### src/rtl/uart_tx_arbiter.sv
// Purpose: shares one uart_tx between NREQ requesters; latches the winner's byte/config, pulses tx_start, waits for tx_done.
// Latency: req seen at edge k gives gnt/tx_start during cycle k+1; at least 2 cycles from done to the next tx_start.
// Backpressure: requesters hold req (with stable data/cfg) until gnt; one frame in flight; WAIT is bounded by TIMEOUT cycles.
// Build option: define UART_TX_ARB_FIXED_PRI_EN for fixed priority (lowest index wins); default is round-robin.
module uart_tx_arbiter #(
  parameter int NREQ    = 4,
  parameter int TIMEOUT = 64
) (
  input  logic              tx_clk,
  input  logic              rst,
  input  logic [NREQ-1:0]   req,
  input  logic [8*NREQ-1:0] req_data,
  input  logic [7*NREQ-1:0] req_cfg,
  output logic [NREQ-1:0]   gnt,
  output logic [NREQ-1:0]   done,
  output logic [NREQ-1:0]   err,
  output logic              busy,
  output logic              tx_start,
  output logic [7:0]        tx_data,
  output logic [3:0]        length,
  output logic              parity_type,
  output logic              parity_en,
  output logic              stop2,
  input  logic              tx_done
);

  localparam int PW = (NREQ > 1) ? $clog2(NREQ) : 1;

  typedef enum logic [2:0] {
    S_IDLE   = 3'd0,
    S_START  = 3'd1,
    S_WAIT   = 3'd2,
    S_DONE   = 3'd3,
    S_REJECT = 3'd4
  } state_t;

  state_t          state, state_nxt;
  logic [PW-1:0]   ptr, ptr_nxt;
  logic [PW-1:0]   cur, cur_nxt;
  logic [15:0]     cnt, cnt_nxt;

  // next values of the registered outputs
  logic [NREQ-1:0] gnt_nxt, done_nxt, err_nxt;
  logic            busy_nxt, tx_start_nxt;
  logic [7:0]      tx_data_nxt;
  logic [3:0]      length_nxt;
  logic            parity_type_nxt, parity_en_nxt, stop2_nxt;

  // arbitration result
  logic            win_found;
  logic [PW-1:0]   win_idx;
  logic [7:0]      win_data;
  logic [6:0]      win_cfg;
  logic            win_len_ok;
  logic [NREQ-1:0] win_oh, cur_oh;
  int              scan_k;

  // Search for the first set request at or after the search base, wrapping downward to 0.
  always_comb begin
    win_found = 1'b0;
    win_idx   = '0;
    scan_k    = 0;
    for (int i = 0; i < NREQ; i++) begin
`ifdef UART_TX_ARB_FIXED_PRI_EN
      scan_k = i;
`else
      scan_k = int'(ptr) + i;
      if (scan_k >= NREQ) scan_k = scan_k - NREQ;
`endif
      if (!win_found && req[scan_k]) begin
        win_found = 1'b1;
        win_idx   = PW'(scan_k);
      end
    end
  end

  assign win_data   = req_data[8*int'(win_idx) +: 8];
  assign win_cfg    = req_cfg[7*int'(win_idx) +: 7];
  assign win_len_ok = (win_cfg[6:3] >= 4'd5) && (win_cfg[6:3] <= 4'd8);
  assign win_oh     = NREQ'(1) << win_idx;
  assign cur_oh     = NREQ'(1) << cur;

  // Next-state and next-output decode; every output is registered from these values.
  always_comb begin
    state_nxt       = state;
    ptr_nxt         = ptr;
    cur_nxt         = cur;
    cnt_nxt         = cnt;
    gnt_nxt         = '0;
    done_nxt        = '0;
    err_nxt         = '0;
    tx_start_nxt    = 1'b0;
    tx_data_nxt     = tx_data;
    length_nxt      = length;
    parity_type_nxt = parity_type;
    parity_en_nxt   = parity_en;
    stop2_nxt       = stop2;
    case (state)
      S_IDLE: begin
        if (win_found) begin
          cur_nxt = win_idx;
`ifndef UART_TX_ARB_FIXED_PRI_EN
          if (int'(win_idx) == NREQ - 1) ptr_nxt = '0;
          else                          ptr_nxt = win_idx + 1'b1;
`endif
          gnt_nxt = win_oh;
          if (win_len_ok) begin
            state_nxt       = S_START;
            tx_start_nxt    = 1'b1;
            tx_data_nxt     = win_data;
            length_nxt      = win_cfg[6:3];
            parity_type_nxt = win_cfg[2];
            parity_en_nxt   = win_cfg[1];
            stop2_nxt       = win_cfg[0];
          end else begin
            // bad length: acknowledge and flag, uart-side outputs keep their old values
            state_nxt = S_REJECT;
            err_nxt   = win_oh;
          end
        end
      end
      S_START: begin
        state_nxt = S_WAIT;
        cnt_nxt   = '0;
      end
      S_WAIT: begin
        // tx_done takes precedence over a timeout in the same cycle
        if (tx_done) begin
          state_nxt = S_DONE;
          done_nxt  = cur_oh;
        end else if (cnt == 16'(TIMEOUT - 1)) begin
          state_nxt = S_DONE;
          err_nxt   = cur_oh;
        end else begin
          cnt_nxt = cnt + 16'd1;
        end
      end
      S_DONE:   state_nxt = S_IDLE;
      S_REJECT: state_nxt = S_IDLE;
      default:  state_nxt = S_IDLE;
    endcase
    busy_nxt = (state_nxt != S_IDLE);
  end

  // State, pointer, counter and output registers with synchronous reset.
  always_ff @(posedge tx_clk) begin
    if (rst) begin
      state       <= S_IDLE;
      ptr         <= '0;
      cur         <= '0;
      cnt         <= '0;
      gnt         <= '0;
      done        <= '0;
      err         <= '0;
      busy        <= 1'b0;
      tx_start    <= 1'b0;
      tx_data     <= '0;
      length      <= '0;
      parity_type <= 1'b0;
      parity_en   <= 1'b0;
      stop2       <= 1'b0;
    end else begin
      state       <= state_nxt;
      ptr         <= ptr_nxt;
      cur         <= cur_nxt;
      cnt         <= cnt_nxt;
      gnt         <= gnt_nxt;
      done        <= done_nxt;
      err         <= err_nxt;
      busy        <= busy_nxt;
      tx_start    <= tx_start_nxt;
      tx_data     <= tx_data_nxt;
      length      <= length_nxt;
      parity_type <= parity_type_nxt;
      parity_en   <= parity_en_nxt;
      stop2       <= stop2_nxt;
    end
  end

endmodule
### config.mk
export PLATFORM = sky130hd
export DESIGN_NAME = uart_tx_arbiter
export DESIGN_NICKNAME = d
export VERILOG_FILES = /design/src/rtl/uart_tx_arbiter.sv
export SDC_FILE = /design/constraint.sdc
export NUM_CORES = 1
export LEC_CHECK = 0
export BUFFER_PORTS_ARGS = -buffer_cell sky130_fd_sc_hd__buf_4
export CORE_ASPECT_RATIO = 1.25
export CORE_MARGIN = 2
export CORE_UTILIZATION = 51
export CTS_CLUSTER_SIZE = 30
export DETAILED_ROUTE_END_ITERATION = 7
export PLACE_DENSITY_LB_ADDON = 0.3
export RECOVER_POWER = 25
export SETUP_SLACK_MARGIN = 0.5
export SLEW_MARGIN = 20
export SYNTH_ARGS = -nofsm -noshare
export SYNTH_HDL_FRONTEND = slang
export SYNTH_SLANG_ARGS = --single-unit
### constraint.sdc
create_clock -name tx_clk -period 2.93 [get_ports tx_clk]
set_clock_uncertainty 0.15 [all_clocks]
set_input_delay 0.586 -clock tx_clk [delete_from_list [all_inputs] [get_ports tx_clk]]
set_output_delay 0.586 -clock tx_clk [all_outputs]
set_load 0.02 [all_outputs]
; Word level (Yosys, flattened, before mapping)
; Cells that the tools add are included.
[totals]
regBits = 52
input_bits = 67
wordCells = 102
out_inout_bits = 29
[classes]
mux = 39
n_lt_le_gt_ge = 10
multipliers = 1
bitwise_logic = 4
n_reduce_logical = 15
n_eq_ne = 6
add_sub_neg = 9
n_shift = 4
[op_table]
columns = op, count
row1 = $lt 32x4->1 const B, 4
row2 = $mux 32, 4
row3 = $mux 16, 2
row4 = $pmux 16 s2, 1
row5 = $shiftx 32x6->8, 1
row6 = $shiftx 28x6->7, 1
row7 = $add 16x1->16 const B, 1
row8 = $eq 16x6->1 const B, 1
row9 = $mux 4, 4
row10 = $mux 1, 13
row11 = $mux 3, 4
row12 = $sub 3x3->4 const B, 3
row13 = $mux 2, 5
row14 = $ge 3x3->1 const B, 3
row15 = $pmux 3 s3, 1
row16 = $bmux 1 s2, 4
row17 = $pmux 4 s2, 1
row18 = $shl 1x2->4 const A, 2
row19 = $add 2x2->3 const B, 2
row20 = $reduce_and 3->1, 2
row21 = $reduce_or 3->1, 2
row22 = $mul 3x2->5 const A, 1
row23 = $ge 4x3->1 const B, 1
row24 = $le 4x4->1 const B, 1
row25 = 15 further kinds, 24

; Logic depth before layout (Yosys ltp)
[logic_depth]
depth_word = 23
ltp_mapped = 11
depth_no_buf = 9

; Worst setup path after synthesis
; Ideal clock, no wire load.
[synth_path]
path_type = input-to-reg
from = input req[0]
to = register parity_en
path_slack_ns = 0.276
setup_time_ns = 0.134
n_path_buf = 2
required_ns = 2.646
arrival_ns = 2.370
path_stages = 11
cell_sequence = and2_4 o2bb2ai_1 or2_1 buf_6 inv_4 nand3_2 a211o_1 mux2_4 buf_2 o21ai_1 o31ai_2
[synth_via]
elab_chain_cells = 18
elab_cells_between_ends = 32
cone_classes = mul: 1 / order compare: 2 / shift: 1 / mux: 20 / reduce/logical: 8
[synth_rtl]
columns = item, line
row1 = from (decl), 11  ; input logic [NREQ-1:0] req,
row2 = $bmux 1 s2, 70  ; if (!win_found && req[scan_k]) begin
row3 = $mux 1 (not written as such) (2 in a row), 70
row4 = $mux 1, 70
row5 = $logic_not 1->1, 70
row6 = $logic_and 1x1->1, 70
row7 = $mux 1, 70
row8 = $logic_not 1->1, 70
row9 = $logic_and 1x1->1, 70
row10 = [... 2 more ...], n/a
row11 = $logic_and 1x1->1, 70
row12 = $mux 2 *, 70
row13 = named net win_idx[0], 51  ; logic [PW-1:0] win_idx;
row14 = $mul 3x2->5 *, 78  ; assign win_cfg = req_cfg[7*int'(win_idx) +: 7];
row15 = $shiftx 28x6->7 *, 78
row16 = $ge 4x3->1 or $le 4x4->1 (tied branches), 79  ; assign win_len_ok = (win_cfg[6:3] >= 4'd5) && (win_cfg[6:3] <= 4'd8);
row17 = $logic_and 1x1->1, 79
row18 = $reduce_and 3->1 (no source line), n/a
row19 = to (signal assigned), 175  ; parity_en <= parity_en_nxt;
row20 = to (decl), 22  ; output logic parity_en,
; The timed path passes the listed nets; every way through them passes the cells marked *. The select of a mux whose other input is x is not followed.
; A chain may end at the register's enable or synchronous reset.

; Final worst setup path
[layout_path]
from = input req[0]
to = register length[1]
[layout_via]
elab_chain_cells = 18
elab_cells_between_ends = 32
cone_classes = mul: 1 / order compare: 2 / shift: 1 / mux: 20 / reduce/logical: 8
[layout_rtl]
columns = item, line
row1 = $bmux 1 s2, 70
row2 = $mux 1 (not written as such) (2 in a row), 70
row3 = $mux 1, 70
row4 = $logic_not 1->1, 70
row5 = $logic_and 1x1->1, 70
row6 = $mux 1, 70
row7 = $logic_not 1->1, 70
row8 = $logic_and 1x1->1, 70
row9 = [... 2 more ...], n/a
row10 = $logic_and 1x1->1, 70
row11 = $mux 2 *, 70
row12 = named net win_idx[0], 51
row13 = $mul 3x2->5 *, 78
row14 = $shiftx 28x6->7 *, 78
row15 = $ge 4x3->1 or $le 4x4->1 (tied branches), 79
row16 = $logic_and 1x1->1, 79
row17 = $reduce_and 3->1 (no source line), n/a
row18 = to (signal assigned), 173  ; length <= length_nxt;
row19 = to (decl), 20  ; output logic [3:0] length,
; Marks and branches as above.

==> results.yml <==
logic_synthesis:
  synth_seq_cells: 52
  syn_nets: 397
  yosys-top-cells-area: "dfxtp_1 (36%), mux2i_1 (4.9%), mux2_2 (4.3%)"
  synth_seq_area_share_pct: 36.4
  ys.flop_type: "dfxtp_1"
  synth_edf_count: 0
  synth_top_cell_area_share_pct: 36.4
  yosysWarnings: 0
  syn_area_per_cell_um2: 8.80
  async_reset_ff_share_pct: 0
  yosysUniqueCellTypes: 58
  syn_area_um2: 2860
  synth_top_cell_by_area: "dfxtp_1"
  netlist_instances: 325
clock_tree:
  clockRootBuffer: "clkbuf_8"
  numCtsBuffers: 5
  clockBufferDepth: 2
  clkLatencyLatePin_ps: 310
  cts_tree: "done"
  cts_max_level: 2
  clkSlewWorstSetupHoldPaths_ps: 90
  clock-sinks: 52
cells_and_area:
  fillerInstances: 414
  area_growth_pct: 42.6
  stdcell_count: 501
  antenna_cells: 0
  layout-drive-gt1-share_pct: 41.2
  stdcell_area_um2: 4080
  nets: 508
route:
  detail_route.first_pass.iterations: 4
  num_vias: 2848
  drt_wl_total_um: 7730
  wl_per_cell_um: 15.4
  route.detailed.drc: 0
  ant_nets: 0
  first_iter_violations: 129
  post_drt_via_cell_ratio: 5.68
placement:
  placed_cells: 477
  dpl_cell_area_um2: 3680
  port_buffers: 95
  dp_hpwl_um: 5240
  gp_congestion: 0.833
  place_ws_ps: -124
worst_setup_path:
  worstPathCellList: "buf_4, and2_4, o2bb2ai_2, or2_4, inv_6, nand3_4, a211o_1, mux2_4, or3_4, a21oi_2"
  crit_family: "simple AND/OR/NAND/NOR gates"
  required_ps: 3010
  critical_path_cell_count: 10
  slowest_stage: "a211o_1"
  max_stage_delay_ps: 360
  setup.worst_path.end_class: "register"
  path_buf_inv: 2
  reg2reg_depth: 9
  arrival_ps: 2620
  path_class: "in2reg"
  cp-start-kind: "primary input"
  worst-path-max-fanout: 8
pwr:
  vdd.ir_drop.worst_mv: 0.651
  p_leak_nw: 1.66
  powerDensity_nw_per_um2: 787
floorplanning:
  io_pins: 96
  initial_utilization_pct: 52.9
  die-area_um2: 6220
  core_area_um2: 5410
  die_h_um: 87.7
  die_width_um: 71.0
  rows: 30
flow_run:
  max_cap_violations: 0
timing:
  hold_ws_ps: 334
  worst_pin_slew_ps: 969
  drv_slew: 0
  fin_ws_ps: 392
  final_hold_viol_count: 0
  final-setup-viol-count: 0
  fin_crit_ps: 2540
  period_share_pct: 86.6
  rsz0062_at_grt: "true"
  fmax_mhz: 394
  slew_headroom_pct: 35.4
outcome:
  outcome: "completed"
global_route:
  grt_pass1_wl_um: 11000
  antenna_found_initial: 0
  grt_max_degree: 45
  track_usage_pct: 22.1
  grt.overflow.total: 0
  grt_pass1_vias: 2592
min_path:
  worstHoldPathCells: 2
  hp-class: "reg2reg"
## cell families after synthesis
kind of cell | count (synthesis) | synth area share, %
AOI/OAI and AO/OA | 88 | 22.5
buffers and inverters | 22 | 3.72
DFF | 52 | 36.4
xor gates and xnor gates | 10 | 3.06
muxes | 26 | 9.76
adders and majority gates | 5 | 2.19
and+or+nand+nor | 122 | 22.3
## worst reg2reg max path: cells and delay by family, from the launching register on
family / cells / cell delay, ps
and+or+nand+nor: 3 / 690
AOI/OAI and AO/OA: 3 / 570
muxes: 2 / 560
DFF: 1 / 380
buffers and inverters: 1 / 110
## path summary, 6_finish.rpt
kind              slack (ps)       from   endpoint
setup reg to reg         410     ptr[1]  length[1]
setup / recovery         390     req[0]  length[1]
hold reg to reg          330  length[0]  length[0]
hold / removal           330  length[0]  length[0]
## cells in the final DEF (no fill, tap or decap), types with 3 or more instances in the layout
cell / Yosys / routed
and3_1: 7 / 5
ha_1: 5 / 5
o21ai_0: 21 / 20
and2_1: 4 / 4
nand4_1: 3 / 3
nand3_1: 10 / 9
buf_4: 0 / 100
xor2_1: 9 / 9
o21ai_2: 0 / 9
or3_1: 6 / 5
nor3_1: 5 / 5
inv_1: 4 / 4
clkbuf_1: 10 / 16
o31ai_1: 3 / 3
o31ai_2: 8 / 8
nor2b_1: 12 / 12
a211oi_4: 0 / 4
clkbuf_8: 0 / 6
nor2_1: 26 / 26
a21boi_1: 0 / 3
dfxtp_1: 52 / 49
a21oi_1: 14 / 12
nand2_1: 27 / 27
mux2i_1: 14 / 12
mux2_2: 11 / 11
o21ai_1: 13 / 4
## per-stage QoR
step | setup TNS [ps] | power [W] | utilization, %
after floorplan | 0 | 0.00202 | -
after global placement | 0 | 0.00245 | 68.2
after detailed placement | -985 | 0.00249 | 68.2
after CTS | 0 | 0.00306 | 72.6
after global routing | 0 | 0.00339 | 75.4
final | 0 | 0.00321 | 75.4
## synth_stat cells (2+ instances only)
cell / number
nand4_1: 3
a31oi_1: 2
mux2i_1: 14
clkbuf_1: 10
a2111oi_1: 2
a211o_1: 2
o31ai_2: 8
inv_1: 4
nor3_1: 5
o21bai_1: 2
buf_2: 4
ha_1: 5
xor2_1: 9
nand3_1: 10
nor2b_1: 12
and2_1: 4
and3_1: 7
a21oi_1: 14
nor4_1: 2
nand3_2: 2
nand3b_1: 2
nand2_1: 27
or2_2: 2
mux2_2: 11
nor3b_1: 3
buf_6: 2
a211oi_2: 4
o31ai_1: 3
a21boi_0: 4
nor2_1: 26
o21ai_0: 21
or3_1: 6
dfxtp_1: 52
nand2b_1: 4
and4_1: 2
o21ai_1: 13
## registers in the layout, summed over array words and instances (netlist names)
name,flops
busy,1
cnt,16
cur,2
done,4
err,4
gnt,4
length,4
parity_en,1
parity_type,1
ptr,2
state,3
stop2,1
tx_data,8
tx_start,1
## what timing repair did
item	CTS	global route
cloned	1	0
setup buffers	4	11
gates resized for setup	18	30
pin swaps	3	13
setup endpoints to repair	21	23
hold buffers	0	0
hold endpoints to repair	0	0
## cell type report
type | count | area (um2) | area share, %
clock inverters | 1 | 7.51 | 0.184
flip-flops and latches | 52 | 1050 | 25.7
repair buffers | 121 | 907 | 22.3
inverters | 5 | 23.8 | 0.583
well taps | 64 | 80.1 | 1.96
multi-input cells | 251 | 1920 | 47.2
clock buffers | 7 | 86.3 | 2.12
## per-layer routing
metal	wire, um	track usage [%]
met5	0	0
met4	251	9.95
met3	429	4.03
met2	4020	39.3
met1	3030	25.8
## power by group
part           total, W  leakage, nW  switching (W)  internal, W
sequential     0.000993        0.424       0.000127     0.000866
clock          0.000424       0.0445       0.000232     0.000192
combinational   0.00179         1.19       0.000984     0.000807
(Power assumes the default switching activity.)
